### src/rtl/alu_mc.sv
// rtl/alu_mc.sv - multi-cycle ALU with shift-add multiply; optional flag outputs under ALU_FLAGS_EN
module alu_mc #(
  parameter int WIDTH  = 16,
  parameter int CTRL_W = 4
) (
  input  logic              clk,
  input  logic              rst_n,
  input  logic              in_valid,
  output logic              in_ready,
  input  logic [WIDTH-1:0]  source1,
  input  logic [WIDTH-1:0]  source2,
  input  logic [CTRL_W-1:0] ALU_CTRL,
  output logic              out_valid,
  input  logic              out_ready,
  output logic [WIDTH-1:0]  result,
`ifdef ALU_FLAGS_EN
  output logic              zero,
  output logic              carry,
  output logic              overflow,
`endif
  output logic              busy
);

  localparam logic [CTRL_W-1:0] OP_AND   = CTRL_W'(4'b0000);
  localparam logic [CTRL_W-1:0] OP_OR    = CTRL_W'(4'b0001);
  localparam logic [CTRL_W-1:0] OP_ADD   = CTRL_W'(4'b0010);
  localparam logic [CTRL_W-1:0] OP_XOR   = CTRL_W'(4'b0011);
  localparam logic [CTRL_W-1:0] OP_SLTU  = CTRL_W'(4'b0101);
  localparam logic [CTRL_W-1:0] OP_SUB   = CTRL_W'(4'b0110);
  localparam logic [CTRL_W-1:0] OP_SLT   = CTRL_W'(4'b0111);
  localparam logic [CTRL_W-1:0] OP_MUL   = CTRL_W'(4'b1000);
  localparam logic [CTRL_W-1:0] OP_MULHU = CTRL_W'(4'b1001);
  localparam logic [CTRL_W-1:0] OP_NOR   = CTRL_W'(4'b1100);
  localparam int CNT_W = $clog2(WIDTH);

  typedef enum logic [1:0] {S_IDLE, S_MUL, S_HOLD} state_t;

  state_t               state_q, state_d;
  logic [2*WIDTH-1:0]   acc, mcand, acc_step;
  logic [WIDTH-1:0]     mplier, alu_res;
  logic [CNT_W-1:0]     cnt;
  logic                 op_hi, is_mul, last_step;
  logic [WIDTH:0]       sum_ext, dif_ext;
`ifdef ALU_FLAGS_EN
  logic                 carry_d, overflow_d;
`endif

  assign is_mul    = (ALU_CTRL == OP_MUL) || (ALU_CTRL == OP_MULHU);
  assign last_step = (cnt == CNT_W'(WIDTH - 1));
  assign acc_step  = acc + (mplier[0] ? mcand : '0);
  assign in_ready  = (state_q == S_IDLE);
  assign out_valid = (state_q == S_HOLD);
  assign busy      = (state_q == S_MUL);

  // Single-cycle ops; the extended sum/difference also supply carry and overflow
  always_comb begin
    sum_ext = {1'b0, source1} + {1'b0, source2};
    dif_ext = {1'b0, source1} + {1'b0, ~source2} + (WIDTH+1)'(1);
    alu_res = '0;
    case (ALU_CTRL)
      OP_AND:  alu_res = source1 & source2;
      OP_OR:   alu_res = source1 | source2;
      OP_ADD:  alu_res = sum_ext[WIDTH-1:0];
      OP_XOR:  alu_res = source1 ^ source2;
      OP_SLTU: alu_res = {{(WIDTH-1){1'b0}}, (source1 < source2)};
      OP_SUB:  alu_res = dif_ext[WIDTH-1:0];
      OP_SLT:  alu_res = {{(WIDTH-1){1'b0}}, ($signed(source1) < $signed(source2))};
      OP_NOR:  alu_res = ~(source1 | source2);
      default: alu_res = '0;
    endcase
`ifdef ALU_FLAGS_EN
    carry_d    = 1'b0;
    overflow_d = 1'b0;
    if (ALU_CTRL == OP_ADD) begin
      carry_d    = sum_ext[WIDTH];
      overflow_d = (source1[WIDTH-1] == source2[WIDTH-1]) &&
                   (sum_ext[WIDTH-1] != source1[WIDTH-1]);
    end else if (ALU_CTRL == OP_SUB) begin
      carry_d    = dif_ext[WIDTH];
      overflow_d = (source1[WIDTH-1] != source2[WIDTH-1]) &&
                   (dif_ext[WIDTH-1] != source1[WIDTH-1]);
    end
`endif
  end

  // State register
  always_ff @(posedge clk or negedge rst_n) begin
    if (!rst_n) state_q <= S_IDLE;
    else        state_q <= state_d;
  end

  // Next-state logic; in_valid outside IDLE is simply not looked at
  always_comb begin
    state_d = state_q;
    case (state_q)
      S_IDLE: if (in_valid) state_d = is_mul ? S_MUL : S_HOLD;
      S_MUL:  if (last_step) state_d = S_HOLD;
      S_HOLD: if (out_ready) state_d = S_IDLE;
      default: state_d = S_IDLE;
    endcase
  end

  // Operand capture, shift-add iteration and result/flag registers
  always_ff @(posedge clk or negedge rst_n) begin
    if (!rst_n) begin
      acc      <= '0;
      mcand    <= '0;
      mplier   <= '0;
      cnt      <= '0;
      op_hi    <= 1'b0;
      result   <= '0;
`ifdef ALU_FLAGS_EN
      zero     <= 1'b0;
      carry    <= 1'b0;
      overflow <= 1'b0;
`endif
    end else begin
      case (state_q)
        S_IDLE: if (in_valid) begin
          if (is_mul) begin
            mcand  <= {{WIDTH{1'b0}}, source1};
            mplier <= source2;
            op_hi  <= (ALU_CTRL == OP_MULHU);
            acc    <= '0;
            cnt    <= '0;
          end else begin
            result   <= alu_res;
`ifdef ALU_FLAGS_EN
            zero     <= (alu_res == '0);
            carry    <= carry_d;
            overflow <= overflow_d;
`endif
          end
        end
        S_MUL: begin
          acc    <= acc_step;
          mcand  <= mcand << 1;
          mplier <= mplier >> 1;
          cnt    <= cnt + CNT_W'(1);
          if (last_step) begin
            result   <= op_hi ? acc_step[2*WIDTH-1:WIDTH] : acc_step[WIDTH-1:0];
`ifdef ALU_FLAGS_EN
            zero     <= op_hi ? (acc_step[2*WIDTH-1:WIDTH] == '0) : (acc_step[WIDTH-1:0] == '0);
            carry    <= 1'b0;
            overflow <= 1'b0;
`endif
          end
        end
        default: ;
      endcase
    end
  end

endmodule

### config.mk
export PLATFORM = sky130hd
export DESIGN_NAME = alu_mc
export DESIGN_NICKNAME = d
export VERILOG_FILES = /design/src/rtl/alu_mc.sv
export SDC_FILE = /design/constraint.sdc
export NUM_CORES = 1
export LEC_CHECK = 0
export CAP_MARGIN = 20
export CORE_MARGIN = 2
export CORE_UTILIZATION = 55
export DETAILED_ROUTE_END_ITERATION = 12
export GPL_ROUTABILITY_DRIVEN = 0
export PLACE_DENSITY = 0.75
export SLEW_MARGIN = 30
export SYNTH_ARGS = -nofsm -noshare
export SYNTH_HDL_FRONTEND = slang
export SYNTH_SLANG_ARGS = --single-unit
### constraint.sdc
create_clock -name clk -period 4.8 [get_ports clk]
set_clock_uncertainty 0.15 [all_clocks]
set_input_delay 0.96 -clock clk [delete_from_list [all_inputs] [get_ports clk]]
set_output_delay 0.96 -clock clk [all_outputs]
set_load 0.005 [all_outputs]
==> impl_metrics.py <==
metrics = {
    "setup_path": {
        "start_kind": "input port",
        "crit_type": "input port to flop",
        "cp_max_fo": 4,
        "endpoint_kind": "flop",
        "cp.required_ns": 4.90,
        "cp_data_arrival_time_ns": 4.17,
        "reg2reg_depth": 11,
    },
    "sta": {
        "hold_viol": 0,
        "hold_ws_ns": 0.340,
        "maxSlewViolCount": 0,
        "fin_ws_ns": 0.730,
        "finalSetupTns_ns": 0,
        "fmax_mhz": 246,
        "min_period_ns": 4.07,
        "rsz0062_at_grt": "false",
        "tightest_slew_ns": 0.864,
        "relSlewSlack_pct": 42.4,
        "setup_viol": 0,
        "period_share_pct": 84.8,
    },
    "detailed_routing": {
        "drc": 0,
        "first_iter_violations": 1082,
        "wirelength_um": 26400,
        "vias": 8460,
        "wl_per_cell_um": 20.2,
        "drtAntennaViolNets": 0,
        "firstDrtPassIters": 7,
        "avgViaCountPerCell": 6.47,
    },
    "finish": {
        "final_cell_area_sq_mm": 0.00988,
        "drive_gt1_share_pct": 5.87,
        "finalNetCount": 1211,
        "diodes": 0,
        "final_util_pct": 62.6,
        "register_area_sq_mm": 0.00258,
        "multi_input_area_sq_mm": 0.00575,
        "n_fill_cell": 1441,
        "stdcell_count": 1307,
        "area_growth_pct": 11.9,
    },
    "clocking": {
        "cts.sinks": 103,
        "cts_htree_levels": 3,
        "clockRootBuffer": "clkbuf_16",
        "cts_setup_buffers": 0,
        "clock_latency_ns": 0.37,
        "cts_buffer_depth": 2,
        "cts_tree": "yes",
        "path_clk_slew_ns": 0.08,
        "cts_resized": 0,
        "cts-buffers-inserted": 9,
        "hold_buffers": 0,
    },
    "die": {
        "start_util_pct": 56.0,
        "core.rowCount": 46,
        "coreArea_sq_mm": 0.0158,
        "die-area_sq_mm": 0.0171,
        "die_h_um": 131,
        "die-width_um": 131,
        "ios": 59,
    },
    "power": {
        "p_per_area_mw_per_mm2": 434,
        "switching_share_pct": 44.2,
        "clockPowerShare_pct": 17.5,
        "seqPwrFrac_pct": 35.1,
        "comb_power_share_pct": 47.4,
        "total_power_mw": 4.29,
        "vdd.ir_drop.worst_v": 0.000468,
        "p_sw_mw": 1.89,
        "intPower_mw": 2.39,
        "p_leak_nw": 4.61,
    },
    "logic_synthesis": {
        "syn-num-nets": 1190,
        "synth_warnings": 0,
        "synth_top_area_share_pct": 29.2,
        "yosysUniqueCellTypes": 79,
        "yosys.area_share.xor_xnor_pct": 3.77,
        "muxShareOfSynthArea_pct": 1.29,
        "synth_area_leaders": "dfrtp_1 (29%), ha_1 (12%), o21ai_0 (5.2%)",
        "ys_seq_elements": 103,
        "yosysSeqAreaShare_pct": 29.2,
        "async_flop_share_pct": 100,
        "synth_top_area_cell": "dfrtp_1",
        "synth_edf_count": 0,
        "synth_top_family_by_area": "compound AO/OA/AOI/OAI gates",
        "netlist_instances": 1065,
        "yosys.area_share.simple_pct": 17.9,
        "synth_fa_ha_area_share_pct": 12.3,
        "synth_compound_area_share_pct": 29.7,
        "synth_flop_cell": "dfrtp_1",
        "synth_area_sq_mm": 0.00883,
        "avgSynthCellArea_sq_um": 8.29,
    },
    "global_route": {
        "grt_first_pass_wirelength_um": 41600,
        "gr-total-overflow": 0,
        "grt_pass1_vias": 7665,
        "grt_use_total_pct": 31.7,
        "grt_max_degree": 78,
        "antenna_found_initial": 0,
    },
    "place": {
        "port-buffer-count": 58,
        "numPlacedInstances": 1291,
        "place_ws_ns": 0.431,
        "hpwl_um": 19100,
        "dpl_cell_area_sq_mm": 0.00959,
    },
    "status": {
        "status": "finished, final reports clean",
    },
    "run": {
        "maxCapViolCount": 0,
    },
    "worst_hold_path": {
        "hold_path.class": "flop to flop",
        "min_path_cells": 2,
    },
}
[cell families after synthesis]
logic type	count (synthesis)
AOI/OAI and AO/OA	381
xor gates and xnor gates	38
adders and majority gates	85
buffers and inverters	134
DFF	103
muxes	11
and+or+nand+nor	313
[cell type report]
type / instances / area share, %
Timing Repair Buffer: 81 / 7.60
Multi-Input combinational cell: 828 / 58.2
Tap cell: 216 / 2.74
Clock buffer: 9 / 2.28
Sequential cell: 103 / 26.1
Clock inverter: 7 / 0.646
Inverter: 63 / 2.41
[power by group through the flow]
stage / registers, mW / logic (mW) / clock network, mW
finish: 1.50 / 2.03 / 0.751
global route: 1.54 / 2.23 / 0.797
CTS: 1.49 / 2.00 / 0.765
detailed placement: 1.51 / 1.99 / 0
global placement: 1.50 / 1.96 / 0
floorplan: 1.37 / 1.40 / 0
[Yosys cell counts (all sizes together) (13+ instances only)]
master and instances:
nor2 79, a22o 44, clkbuf 55, nor3 18, inv 63, xor2 15, a31oi 14, and2 37
dfrtp 103, a221oi 13, buf 16, a21oi 88, a21o 20, ha 82, nand3 19, nand2 79
xnor2 23, o21ai 91
[metal layers]
layer	GRT usage (%)	up-vias	share of wire [%]
met5	0	-	0
met4	11.1	0	3.0
met3	5.86	59	9.0
met2	47.6	450	44
met1	46.0	3997	44
li1	-	3954	-
[layout by cell type (no fill, tap or decap), types with 35 or more instances in the layout]
cell and n:
dfrtp_1 103, o21ai_0 91, a21oi_1 88, ha_1 82, nor2_1 79, nand2_1 79
inv_1 62, clkdlybuf4s50_1 57, a22o_1 44, and2_1 35
[worst paths after layout]
path / from / endpoint / slack (ns)
setup / recovery: source1[1] / result[15]$_DFFE_PN0P_ / 0.73
hold / removal: acc[30]$_DFFE_PN0P_ / acc[30]$_DFFE_PN0P_ / 0.34
setup reg to reg: mplier[0]$_DFFE_PN0P_ / result[10]$_DFFE_PN0P_ / 0.74
hold reg to reg: acc[30]$_DFFE_PN0P_ / acc[30]$_DFFE_PN0P_ / 0.34
max in group asynchronous: rst_n / result[0]$_DFFE_PN0P_ / 3.09
min in group asynchronous: rst_n / mplier[13]$_DFFE_PN0P_ / 0.55
[critical path: stages]
cell	delay [ns]
clkdlybuf4s50_1	0.58
inv_1	0.13
ha_1	0.37
a211oi_1	0.41
o21ai_0	0.23
a311oi_1	0.51
o21ai_0	0.14
o31ai_1	0.11
nor4_1	0.08
a311o_1	0.34
a221o_1	0.32
[flip-flops by register name, summed over array words and instances (netlist names)]
signal / count
mplier: 16
state_q: 2
mcand: 32
acc: 32
cnt: 4
op_hi: 1
result: 16
No activity file was read; power rests on OpenSTA's default activity.
